<file path="config.mk">
export PLATFORM = sky130hd
export DESIGN_NAME = deadlock_kernel_monitor_param
export DESIGN_NICKNAME = d
export VERILOG_FILES = /design/src/rtl/deadlock_monitor_pkg.sv /design/src/rtl/deadlock_kernel_monitor_param_summary.sv /design/src/rtl/deadlock_kernel_monitor_param.sv
export SDC_FILE = /design/constraint.sdc
export NUM_CORES = 1
export LEC_CHECK = 0
export BUFFER_PORTS_ARGS = -buffer_cell sky130_fd_sc_hd__clkbuf_2
export CORE_UTILIZATION = 46
export CTS_CLUSTER_SIZE = 12
export DETAILED_ROUTE_END_ITERATION = 8
export GPL_ROUTABILITY_DRIVEN = 0
export GPL_TIMING_DRIVEN = 0
export PLACE_DENSITY = 0.78
export REMOVE_ABC_BUFFERS = 1
export SETUP_SLACK_MARGIN = 0.5
export SLEW_MARGIN = 25
export SYNTH_ARGS = -nofsm -noshare
export SYNTH_HDL_FRONTEND = slang
export SYNTH_HIERARCHICAL = 1
export SYNTH_SLANG_ARGS = --single-unit
</file>
<file path="constraint.sdc">
create_clock -name kernel_monitor_clock -period 1.6 [get_ports kernel_monitor_clock]
set_clock_uncertainty 0.1 [all_clocks]
set_input_delay 0.16 -clock kernel_monitor_clock [delete_from_list [all_inputs] [get_ports kernel_monitor_clock]]
set_output_delay 0.16 -clock kernel_monitor_clock [all_outputs]
set_load 0.02 [all_outputs]
</file>
<file path="src/rtl/deadlock_monitor_pkg.sv">
// Shared types and width helpers for the kernel deadlock monitors.
// Imported by the monitor top and its snapshot summary sub-module.
package deadlock_monitor_pkg;

    typedef enum logic [1:0] {
        ST_STARTUP = 2'd0,
        ST_MONITOR = 2'd1,
        ST_CONFIRM = 2'd2,
        ST_LOCKED  = 2'd3
    } mon_state_t;

    // Bits needed to hold 0..n; never narrower than one bit.
    function automatic int bits_for(input int n);
        return (n < 1) ? 1 : $clog2(n + 1);
    endfunction

    // Bits needed to index 0..n-1; never narrower than one bit.
    function automatic int idx_w(input int n);
        return (n <= 1) ? 1 : $clog2(n);
    endfunction

endpackage

</file>
<file path="src/rtl/deadlock_kernel_monitor_param_summary.sv">
// Combinational diagnosis of a stall snapshot: popcount,
// lowest set index and a non-zero flag.
module deadlock_axis_summary
    import deadlock_monitor_pkg::*;
#(
    parameter int NUM_AXIS = 2
) (
    input  logic [NUM_AXIS-1:0]           i_snapshot,
    output logic [bits_for(NUM_AXIS)-1:0] o_count,
    output logic [idx_w(NUM_AXIS)-1:0]    o_first_idx,
    output logic                          o_first_valid
);

    localparam int CNW = bits_for(NUM_AXIS);
    localparam int IW  = idx_w(NUM_AXIS);

    logic [CNW-1:0] w_count;
    logic [IW-1:0]  w_idx;

    // Scan high to low so the last hit is the lowest set bit.
    always_comb begin
        w_count = '0;
        w_idx   = '0;
        for (int i = NUM_AXIS - 1; i >= 0; i--) begin
            if (i_snapshot[i]) begin
                w_count = w_count + CNW'(1);
                w_idx   = IW'(i);
            end
        end
    end

    assign o_count       = w_count;
    assign o_first_idx   = w_idx;
    assign o_first_valid = |i_snapshot;

endmodule

</file>
<file path="src/rtl/deadlock_kernel_monitor_param.sv">
// Kernel-level deadlock monitor: confirms a sustained stall over N
// AXIS ports and M instances, then latches a diagnosable snapshot.
module deadlock_kernel_monitor_param
    import deadlock_monitor_pkg::*;
#(
    parameter int NUM_AXIS       = 2,
    parameter int NUM_INST       = 3,
    parameter int STARTUP_CYCLES = 10,
    parameter int CONFIRM_CYCLES = 2
) (
    input  logic                          kernel_monitor_clock,
    input  logic                          kernel_monitor_reset,
    input  logic [NUM_AXIS-1:0]           axis_block_sigs,
    input  logic [NUM_INST-1:0]           inst_idle_sigs,
    input  logic [NUM_INST-1:0]           inst_block_sigs,
    input  logic                          enable,
    input  logic                          rearm,
    output logic                          kernel_block,
    output logic                          deadlock,
    output logic                          deadlock_pulse,
    output logic [NUM_AXIS-1:0]           axis_snapshot,
    output logic [bits_for(NUM_AXIS)-1:0] blocked_count,
    output logic [idx_w(NUM_AXIS)-1:0]    first_blocked_idx,
    output logic                          first_blocked_valid
);

    localparam int SW = bits_for(STARTUP_CYCLES);
    localparam int CW = bits_for(CONFIRM_CYCLES);
    localparam logic [SW-1:0] S_LAST =
        SW'((STARTUP_CYCLES > 0) ? STARTUP_CYCLES - 1 : 0);
    localparam logic [CW-1:0] C_LAST = CW'(CONFIRM_CYCLES);
    localparam mon_state_t RST_STATE =
        (STARTUP_CYCLES == 0) ? ST_MONITOR : ST_STARTUP;

    mon_state_t          r_state;
    logic [SW-1:0]       r_scnt;
    logic [CW-1:0]       r_ccnt;
    logic                r_kernel_block;
    logic                r_deadlock;
    logic                r_pulse;
    logic [NUM_AXIS-1:0] r_snap;

    logic                w_raw;
    logic [CW-1:0]       w_cnext;

    // All instances idle-or-blocked, not all idle, and something blocks.
    assign w_raw = (&(inst_idle_sigs | inst_block_sigs))
                 & ~(&inst_idle_sigs)
                 & ((|axis_block_sigs) | (|inst_block_sigs));

    assign w_cnext = r_ccnt + CW'(1);

    always_ff @(posedge kernel_monitor_clock) begin
        if (kernel_monitor_reset) begin
            r_state        <= RST_STATE;
            r_scnt         <= '0;
            r_ccnt         <= '0;
            r_kernel_block <= 1'b0;
            r_deadlock     <= 1'b0;
            r_pulse        <= 1'b0;
            r_snap         <= '0;
        end else begin
            r_kernel_block <= w_raw;
            r_pulse        <= 1'b0;
            case (r_state)
                ST_STARTUP: begin
                    if (r_scnt == S_LAST) begin
                        r_state <= ST_MONITOR;
                        r_scnt  <= '0;
                    end else begin
                        r_scnt <= r_scnt + SW'(1);
                    end
                end
                ST_MONITOR: begin
                    r_ccnt <= '0;
                    if (enable && w_raw) begin
                        r_ccnt <= CW'(1);
                        if (CONFIRM_CYCLES == 1) begin
                            r_state    <= ST_LOCKED;
                            r_snap     <= axis_block_sigs;
                            r_deadlock <= 1'b1;
                            r_pulse    <= 1'b1;
                        end else begin
                            r_state <= ST_CONFIRM;
                        end
                    end
                end
                ST_CONFIRM: begin
                    if (!enable || !w_raw) begin
                        r_state <= ST_MONITOR;
                        r_ccnt  <= '0;
                    end else begin
                        r_ccnt <= w_cnext;
                        if (w_cnext == C_LAST) begin
                            r_state    <= ST_LOCKED;
                            r_snap     <= axis_block_sigs;
                            r_deadlock <= 1'b1;
                            r_pulse    <= 1'b1;
                        end
                    end
                end
                ST_LOCKED: begin
                    if (rearm) begin
                        r_state    <= ST_MONITOR;
                        r_scnt     <= '0;
                        r_ccnt     <= '0;
                        r_deadlock <= 1'b0;
                        r_snap     <= '0;
                    end
                end
                default: r_state <= RST_STATE;
            endcase
        end
    end

    assign kernel_block   = r_kernel_block;
    assign deadlock       = r_deadlock;
    assign deadlock_pulse = r_pulse;
    assign axis_snapshot  = r_snap;

    deadlock_axis_summary #(
        .NUM_AXIS(NUM_AXIS)
    ) u_summary (
        .i_snapshot    (r_snap),
        .o_count       (blocked_count),
        .o_first_idx   (first_blocked_idx),
        .o_first_valid (first_blocked_valid)
    );

endmodule

</file>
==> metrics.yaml <==
status: "finished clean"
rr_startpoint: "r_scnt[0]"
core-area_um2: 1727
cpPeakStageDelay_ns: 0.39
antenna_cells: 0
dr_wl_met3_um: 157
drv_slew: 0
holdWs_ns: 0.008373
routed-wl-met2_mm: 1.754
slowest_stage: "dfxtp_4"
r2r_slack_ns: 0.13
avgRoutedWirePerCell_um: 18.68
setup.worst_path.class: "flip-flop to flip-flop"
vdd_drop_max_mv: 0.9859
ys_warn_count: 6
antenna_left: 0
dp_slack_ns: -0.2432
critPathLaunchType: "flip-flop"
timing.setup.tns_ns: 0
worstSkewPairLatency_ns: 0.29
portBuffers: 20
h-tree-depth: 1
power_density_nw_per_um2: 712.5
layout_common_cells: "17 x buf_4, 13 x clkbuf_2, 10 x nand2_1, 10 x ha_4, 9 x nor2_1"
highest_layer: "met4"
synth_ff_type: "dfxtp_1"
crit_cells: 5
crit_fanout: 4
endpoint_kind: "flip-flop"
crit_end: "r_state[0]"
synth.distinct_cells: 29
grt_start_max_net_pins: 14
ios: 21
setup_viol: 0
die_area_um2: 2006
wirelength_mm: 3.232
synth_area_um2: 842.1
min_path_type: "input pin to flip-flop"
firstDrtPassIters: 7
synth_async_sr_flop_share_pct: 0
start_util_pct: 48.77
relSlewSlack_pct: 65.75
gr-total-overflow: 0
max_slew.worst_pin.slew_ns: 0.5095
antenna_found_initial: 0
hold_buffers: 0
m1WireLength_mm: 1.223
cts_made_buffers: 3
synth_cells: 102
vias: 986
grt_first_pass_wirelength_mm: 4.485
clk_pin_slew_worst_paths_ns: 0.08
synth_top_area_cell: "dfxtp_1"
critPathTopFamily: "flip-flops"
cts_tree: "yes"
rr_endpoint: "r_state[0]"
synth-edff-count: 0
cap_violations: 0
synthTopCellsByArea: "dfxtp_1 31%, ha_1 16%, inv_1 5.8%"
p_total_uw: 1093
timing.critical_path.cells: "ha_4, nand3b_1, nand2_1, o2111a_2, mux2_4"
worst_slack_ns: 0.1344
dp_hpwl_mm: 1.294
clockRootBuffer: "clkbuf_4"
syn2layout_area_growth_pct: 82.17
p_leak_uw: 0.0006250
yosysSeqAreaShare_pct: 30.91
fp-row-count: 15
fin_crit_ns: 1.466
worstPathArrival_ns: 1.55
finalCritPeriodShare_pct: 91.60
initialDrtViolationCount: 31
ys_ff_latch: 13
r2r_cells: 5
layout_commonest_cell: "buf_4"
nNetsFinal: 172
cp_data_required_time_ns: 1.69
drive_gt1_share_pct: 64.19
route.detailed.drc: 0
chipHeight_um: 44.79
cts_buffer_depth: 2
synth_top_area_share_pct: 30.91
die-width_um: 44.79
fmax_ghz: 0.6823
fill_cells: 80
hold_viol: 0
cp_num_buf_inv: 0
rsz0062_at_grt: "yes"
grt_pass1_vias: 965
syn_avg_cell_area_um2: 8.255
clkSinkCount: 13
track_usage_pct: 31.19
crit_start: "r_scnt[0]"
viasPerCell: 5.699
fin_util_pct: 88.84
## worst min-delay path, delay by kind of cell
family / cells / cell delay, ns
buf+inv: 1 / 0.08
simple gates: 1 / 0.06
compound gates: 1 / 0.06
## metal layers
| layer | vias to the layer above | global-route usage [%] |
|---|---|---|
| li1 | 454 | - |
| met2 | 49 | 56.18 |
| met1 | 471 | 32.76 |
| met3 | 12 | 5.600 |
| met5 | - | 0 |
| met4 | 0 | 21.21 |
## layout make-up
| class | instances | area (um2) | share of cell area [%] |
|---|---|---|---|
| flip-flops and latches | 13 | 280.3 | 18.27 |
| inverters | 13 | 58.81 | 3.834 |
| multi-input cells | 73 | 755.7 | 49.27 |
| repair buffers | 45 | 381.6 | 24.88 |
| clock buffers | 4 | 26.28 | 1.713 |
| well taps | 25 | 31.28 | 2.039 |
## power by group
| group | leakage [uW] | internal [uW] | switching, uW |
|---|---|---|---|
| clock | 0.0000150 | 97.2 | 123 |
| combinational | 0.000500 | 243 | 222 |
| sequential | 0.000110 | 362 | 46.1 |
| total | 0.000625 | 702 | 391 |
## worst min-delay path by stage
stage,startpoint,to,slack [ns],cells after the start
final,axis_block_sigs[1],axis_snapshot[1],0.008,3
after global routing,axis_block_sigs[0],axis_snapshot[0],0.05,3
after CTS,axis_block_sigs[1],axis_snapshot[1],0.01,3
after detailed placement,rearm,deadlock,0.33,2
after global placement,rearm,deadlock,0.32,2
after floorplan,kernel_monitor_reset,r_ccnt[0],0.13,1
## repair_timing
| item | CTS | global route |
|---|---|---|
| setup buffers | 20 | 5 |
| endpoints found under the setup margin | 18 | 19 |
| pin swaps | 14 | 6 |
| hold endpoints to repair | 0 | 0 |
| resized for setup | 72 | 25 |
## stage by stage
stage / cells / cell area (um2)
final: 173 / 1534
after global routing: 173 / 1534
after CTS: 168 / 1425
after detailed placement: 144 / 960.9
after global placement: 144 / 960.9
after floorplan: 99 / 829.5
## cells by family after synthesis
group	synth area share, %
buffers and inverters	7.281
AO/OA/AOI/OAI	17.83
multiplexers	4.160
AND/OR/NAND/NOR	23.48
flip-flops	30.91
adder cells (fa/ha/maj)	16.34
## synth_stat cells (3+ instances only)
| master | n |
|---|---|
| nor2b_1 | 4 |
| nand2b_1 | 3 |
| a31oi_1 | 3 |
| nand2_1 | 10 |
| o21ai_0 | 3 |
| nor2_1 | 9 |
| dfxtp_1 | 13 |
| nor4_1 | 3 |
| ha_1 | 11 |
| a21oi_1 | 4 |
| inv_1 | 13 |
| o211ai_1 | 4 |
## registers in the layout, indices dropped and copies added, names as in the netlist
name and cells:
axis_snapshot 2, deadlock 1, deadlock_pulse 1, kernel_block 1
r_ccnt 2, r_scnt 4, r_state 2
No activity file was read; power rests on OpenSTA's default activity.
